$ cat src/rtl/sum_pkg.sv
// Shared types and sizing helpers for the nibble-serial adder.
package sum_pkg;

  localparam int unsigned NIB_W = 4;

  typedef enum logic [1:0] {
    IDLE = 2'd0,
    RUN  = 2'd1,
    DONE = 2'd2
  } seq_state_t;

  // Number of nibbles in an operand of the given width.
  function automatic int unsigned nibbles(input int unsigned width);
    return width / NIB_W;
  endfunction

endpackage

$ cat src/rtl/sum4.sv
// 4-bit ripple-carry adder slice.
module sum4 (
  input  logic [3:0] a,
  input  logic [3:0] b,
  input  logic       cin,
  output logic [3:0] sum,
  output logic       cout
);

  logic [4:0] c;

  assign c[0] = cin;

  // One full adder per bit, carry rippling upward.
  for (genvar i = 0; i < 4; i++) begin : g_fa
    assign sum[i]   = a[i] ^ b[i] ^ c[i];
    assign c[i + 1] = (a[i] & b[i]) | (c[i] & (a[i] ^ b[i]));
  end

  assign cout = c[4];

endmodule

$ cat src/rtl/sum64_seq.sv
// Multi-cycle WIDTH-bit adder: one sum4 slice reused for every nibble,
// least-significant nibble first, with a registered inter-nibble carry.
module sum64_seq
  import sum_pkg::*;
#(
  parameter int unsigned WIDTH = 64
) (
  input  logic             clk,
  input  logic             rst_n,
  input  logic             in_valid,
  output logic             in_ready,
  input  logic [WIDTH-1:0] a,
  input  logic [WIDTH-1:0] b,
  input  logic             cin,
  output logic             out_valid,
  input  logic             out_ready,
  output logic [WIDTH-1:0] sum,
  output logic             cout,
  output logic             busy
);

  localparam int unsigned NIBS  = nibbles(WIDTH);
  localparam int unsigned CNT_W = $clog2(NIBS);

  if (((WIDTH % NIB_W) != 0) || (WIDTH < 8)) begin : g_width_check
    $error("sum64_seq: WIDTH must be a multiple of 4 and at least 8");
  end

  seq_state_t       state;
  seq_state_t       state_nxt;
  logic [WIDTH-1:0] opa;
  logic [WIDTH-1:0] opb;
  logic [WIDTH-1:0] sum_r;
  logic             cout_r;
  logic             carry;
  logic [CNT_W-1:0] cnt;
  logic             last;
  logic [3:0]       slice_sum;
  logic             slice_cout;

  assign last = (cnt == CNT_W'(NIBS - 1));

  sum4 u_slice (
    .a    (opa[NIB_W-1:0]),
    .b    (opb[NIB_W-1:0]),
    .cin  (carry),
    .sum  (slice_sum),
    .cout (slice_cout)
  );

  // State register.
  always_ff @(posedge clk or negedge rst_n) begin
    if (!rst_n) state <= IDLE;
    else        state <= state_nxt;
  end

  // Next-state decode: accept in IDLE, step nibbles in RUN, hold result in DONE.
  always_comb begin
    state_nxt = state;
    unique case (state)
      IDLE:    if (in_valid)  state_nxt = RUN;
      RUN:     if (last)      state_nxt = DONE;
      DONE:    if (out_ready) state_nxt = IDLE;
      default: state_nxt = IDLE;
    endcase
  end

  // Datapath: operand capture, nibble shift, carry chain and result assembly.
  always_ff @(posedge clk or negedge rst_n) begin
    if (!rst_n) begin
      opa    <= '0;
      opb    <= '0;
      sum_r  <= '0;
      cout_r <= 1'b0;
      carry  <= 1'b0;
      cnt    <= '0;
    end else begin
      unique case (state)
        IDLE: begin
          if (in_valid) begin
            opa   <= a;
            opb   <= b;
            carry <= cin;
            cnt   <= '0;
          end
        end
        RUN: begin
          // Result nibbles enter at the top; after NIBS shifts the first
          // nibble computed has reached bit 0.
          opa   <= opa >> NIB_W;
          opb   <= opb >> NIB_W;
          sum_r <= {slice_sum, sum_r[WIDTH-1:NIB_W]};
          carry <= slice_cout;
          cnt   <= cnt + CNT_W'(1);
          if (last) cout_r <= slice_cout;
        end
        default: ;
      endcase
    end
  end

  assign in_ready  = (state == IDLE);
  assign out_valid = (state == DONE);
  assign busy      = (state != IDLE);
  assign sum       = sum_r;
  assign cout      = cout_r;

endmodule
$ cat config.mk
export PLATFORM = sky130hd
export DESIGN_NAME = sum64_seq
export DESIGN_NICKNAME = d
export VERILOG_FILES = /design/src/rtl/sum_pkg.sv /design/src/rtl/sum4.sv /design/src/rtl/sum64_seq.sv
export SDC_FILE = /design/constraint.sdc
export NUM_CORES = 1
export LEC_CHECK = 0
export ABC_AREA = 1
export CAP_MARGIN = 10
export CORE_MARGIN = 1.5
export CORE_UTILIZATION = 47
export CTS_BUF_LIST = sky130_fd_sc_hd__clkbuf_8
export DETAILED_ROUTE_END_ITERATION = 8
export HOLD_SLACK_MARGIN = 0.05
export PLACE_DENSITY_LB_ADDON = 0.2
export SKIP_LAST_GASP = 1
export SLEW_MARGIN = 20
export SYNTH_ARGS = -nofsm -noshare
export SYNTH_HDL_FRONTEND = slang
export SYNTH_HIERARCHICAL = 1
export SYNTH_SLANG_ARGS = --single-unit
$ cat constraint.sdc
create_clock -name clk -period 2.9 [get_ports clk]
set_clock_uncertainty 0.2 [all_clocks]
set_input_delay 0.87 -clock clk [delete_from_list [all_inputs] [get_ports clk]]
set_output_delay 0.87 -clock clk [all_outputs]
set_load 0.01 [all_outputs]
==> impl_metrics.csv <==
group,metric,value,unit
layout,final_cell_area,11300,um2
run_status,failed_checks,"design-rule violations",
synth,post_synth_inst_count,1000,
synth,yosys.area_share.adder,0.0106,
timing,finalSetupViolations,0,
timing,tightest_slew,1.09,ns
timing,layout_worst_path_cycle_share,0.967,
timing,hold_viol_final,0,
grt,grt_max_degree,200,
power_and_ir_drop,power_frac_seq,0.425,
layout,syn_to_final_growth,29.0,%
grt,globalRouteOverflowTotal,0,
route,dr_total_vias,7568,
route,ant_nets,0,
floorplanning,design.core.area,18100,um2
synth,synth_seq_area_share,0.571,
layout,finalNetCount,1288,
timing,finalWorstPathRequiredPeriod,2.81,ns
worst_setup_path,r2r_cells,10,
floorplanning,fp.dieArea,19500,um2
synth,synth_async_sr_flop_share,1.00,
grt,track_usage,0.232,
synth,netlist.top_cell.by_area,"sky130_fd_sc_hd__dfrtp_1",
floorplanning,dieHeight,140,um
synth,yosys.area_share.xor_xnor,0.000999,
worst_setup_path,critPathArrivalTime,1.74,ns
run_status,status,"complete, but fails checks",
floorplanning,initial_utilization,0.483,
placement,area_of_placed_instances,10900,um2
layout,drive_above_1_share,0.0473,
worst_setup_path,reg2reg_slack,0.54,ns
synth,number_of_enable_flip_flop_cells_after_synthesis,0,
synth,synthFlopType,"sky130_fd_sc_hd__dfrtp_1",
power_and_ir_drop,p_clk_frac,0.171,
power_and_ir_drop,peak_supply_drop,0.648,mV
layout,stdcell_count,1392,
placement,port_buffers,200,
power_and_ir_drop,cellInternalPower,6.75,mW
clock_network,tritoncts,"yes",
clock_network,cts_post_setup_buffers_inserted,0,
worst_setup_path,crit-reg2reg-capture,"sum[63]$_DFFE_PN0P_",
timing,grt_setup_unrepaired,"no",
layout,diodes_inserted,0,
synth,synth.cell_area,8760,um2
floorplanning,floorplan.die.width,140,um
power_and_ir_drop,power_frac_comb,0.404,
synth,netlist_top_cells_count,"sky130_fd_sc_hd__nand3_1 (379), sky130_fd_sc_hd__nand2_1 (213), sky130_fd_sc_hd__dfrtp_1 (200), sky130_fd_sc_hd__o21ai_0 (65), sky130_fd_sc_hd__buf_2 (46)",
power_and_ir_drop,static-leakage-power,5.16,nW
grt,wire_length_of_the_first_global_routing_pass,36.6,mm
layout,finalCoreUtilization,0.623,
placement,dp_hpwl,13.8,mm
power_and_ir_drop,switching_share,0.388,
synth,postSynthRegisterBits,200,
run,cap_violations,0,
timing,hold_ws,0.223,ns
synth,largest_family_of_logic_cells_by_synthesized_area,"simple AND/OR/NAND/NOR gates",
power_and_ir_drop,power.density_cell_area,976,nW/um2
synth,yosys.cell_count.top_type,"sky130_fd_sc_hd__nand3_1",
worst_setup_path,crit_path_start_kind,"register",
placement,numPlacedInstances,1360,
timing,max_freq,357,MHz
synth,yosys.area_share.simple,0.312,
clock_network,numCtsBuffers,17,
grt,via_count_of_the_first_global_routing_pass,7154,
clock_network,cts_max_level,4,
route,detail_route.iter0.violations,587,
synth,yosys_warnings,6,
worst_setup_path,end_kind,"output pin",
worst_hold_path,holdCritPathClass,"in2async",
clock_network,clkTransAtPathRegs,0.10,ns
timing,slew_headroom,0.273,
worst_setup_path,rr_startpoint,"opa[0]$_DFFE_PN0P_",
worst_setup_path,crit_chain,"nor2_4 > clkdlybuf4s50_1",
clock_network,ctsResizeCount,0,
clock_network,root_buffer,"sky130_fd_sc_hd__clkbuf_8",
power_and_ir_drop,power.net_switching,4.28,mW
timing,timing.final.max_slew_violations,0,
worst_setup_path,cp_slowest_stage_delay,0.58,ns
clock_network,cts_max_path_buffers,2,
placement,routabilityCongestion,0.807,
worst_setup_path,cpLargestDelayFamily,"buffers and inverters",
grt,number_of_antenna_violations_at_the_first_check_in_global_routing,0,
clock_network,cts-hold-fix-buffers,0,
worst_setup_path,critPathMaxFanout,4,
synth,synthesis.area_per_instance,8.76,um2
synth,post_synth_mux_area_share,0,
timing,setup_tns_after_final_layout,0,ns
worst_setup_path,cpMaxStageDelayCell,"sky130_fd_sc_hd__clkdlybuf4s50_1",
synth,synth.net_count,1138,
floorplanning,ios,201,
worst_setup_path,cp_data_required_time,1.83,ns
clock_network,clock_sink_count,200,
floorplanning,floorplan.rows,49,
route,wl_per_cell,15.8,um
synth,synth_compound_area_frac,0.0380,
worst_setup_path,worst-path-buf-inv,1,
route,drt-total-wl,22.0,mm
synth,yosysUniqueCellTypes,19,
clock_network,worstSkewPairLatency,0.47,ns
route,drc,15,
worst_setup_path,worst-setup-path-type,"reg2out",
route,detail_route.first_pass.iterations,7,
synth,synthDominantCellAreaShare,0.571,
route,avgViaCountPerCell,5.44,
synth,cell_types_occupying_the_most_area_after_synthesis,"sky130_fd_sc_hd__dfrtp_1 (57%), sky130_fd_sc_hd__nand3_1 (22%), sky130_fd_sc_hd__nand2_1 (9.1%)",
[metal layers]
metal / GRT usage / part of all wire / routed length, um / vias up
met5: 0 / 0 / 0 / -
met4: 0.0582 / 0.012 / 270 / 0
met3: 0.0557 / 0.062 / 1370 / 20
met2: 0.362 / 0.48 / 10600 / 211
met1: 0.328 / 0.44 / 9710 / 3682
li1: - / - / - / 3655
[per-stage QoR]
step / worst slack, ns / total power [mW]
final: 0.0950 / 11.0
after global routing: 0.00425 / 11.9
after CTS: 0.0485 / 11.1
after detailed placement: 0.553 / 9.25
after global placement: 0.582 / 9.11
after floorplan: 0.653 / 7.39
[registers in the layout, indices dropped and copies added (netlist names)]
| signal | cells |
|---|---|
| opa | 64 |
| opb | 64 |
| sum | 64 |
| cnt | 4 |
| state | 2 |
| carry | 1 |
| cout | 1 |
[cells by family after synthesis]
kind of cell / after synthesis
simple gates: 598
flops: 200
compound gates: 66
xor+xnor: 1
buf+inv: 130
fa+ha+maj: 5
[cells in the final DEF, fill, tap and decap left out]
cell type                         instances
sky130_fd_sc_hd__o21ai_0                 65
sky130_fd_sc_hd__bufinv_16                3
sky130_fd_sc_hd__buf_4                    7
sky130_fd_sc_hd__clkdlybuf4s50_1        198
sky130_fd_sc_hd__clkinvlp_4               2
sky130_fd_sc_hd__clkinv_4                 1
sky130_fd_sc_hd__nor2_2                   1
sky130_fd_sc_hd__inv_1                   44
sky130_fd_sc_hd__nand2_8                  1
sky130_fd_sc_hd__nand2_4                  1
sky130_fd_sc_hd__ha_1                     1
sky130_fd_sc_hd__fa_1                     4
sky130_fd_sc_hd__dfrtp_1                200
sky130_fd_sc_hd__nand3_1                379
sky130_fd_sc_hd__buf_12                   9
sky130_fd_sc_hd__clkinv_2                 4
sky130_fd_sc_hd__xnor2_1                  1
sky130_fd_sc_hd__inv_2                    1
sky130_fd_sc_hd__o31ai_1                  1
sky130_fd_sc_hd__inv_6                    5
sky130_fd_sc_hd__nand4_1                  1
sky130_fd_sc_hd__nand2_1                213
sky130_fd_sc_hd__nor2_1                   1
sky130_fd_sc_hd__nor2_4                   1
sky130_fd_sc_hd__clkbuf_8                19
[power groups by stage]
stage | Clock, mW | Combinational, mW | Sequential, mW
2_1_floorplan | 0 | 2.62 | 4.76
3_3_place_gp | 0 | 4.40 | 4.71
3_5_place_dp | 0 | 4.52 | 4.73
4_1_cts | 1.92 | 4.52 | 4.69
5_1_grt | 2.03 | 5.01 | 4.85
6_report | 1.88 | 4.46 | 4.69
[how the worst max path moves through the flow]
stage | startpoint | endpoint | slack, ns | cells past startpoint
2_1_floorplan | opa[0]$_DFFE_PN0P_ | sum[63]$_DFFE_PN0P_ | 0.65 | 10
3_3_place_gp | opa[0]$_DFFE_PN0P_ | sum[63]$_DFFE_PN0P_ | 0.58 | 10
3_5_place_dp | opa[0]$_DFFE_PN0P_ | sum[63]$_DFFE_PN0P_ | 0.55 | 10
4_1_cts | state[0]$_DFFE_PN0P_ | in_ready | 0.05 | 2
5_1_grt | state[0]$_DFFE_PN0P_ | in_ready | 0.004 | 2
6_report | state[0]$_DFFE_PN0P_ | in_ready | 0.09 | 2
[area by class of cell]
class	instances	area, um2
inverters	46	178
clock buffers	18	248
clock inverters	14	169
repair buffers	215	2230
fillers	1599	6840
well taps	229	287
flip-flops and latches	200	5000
multi-input cells	670	3190
(Power assumes the default switching activity.)
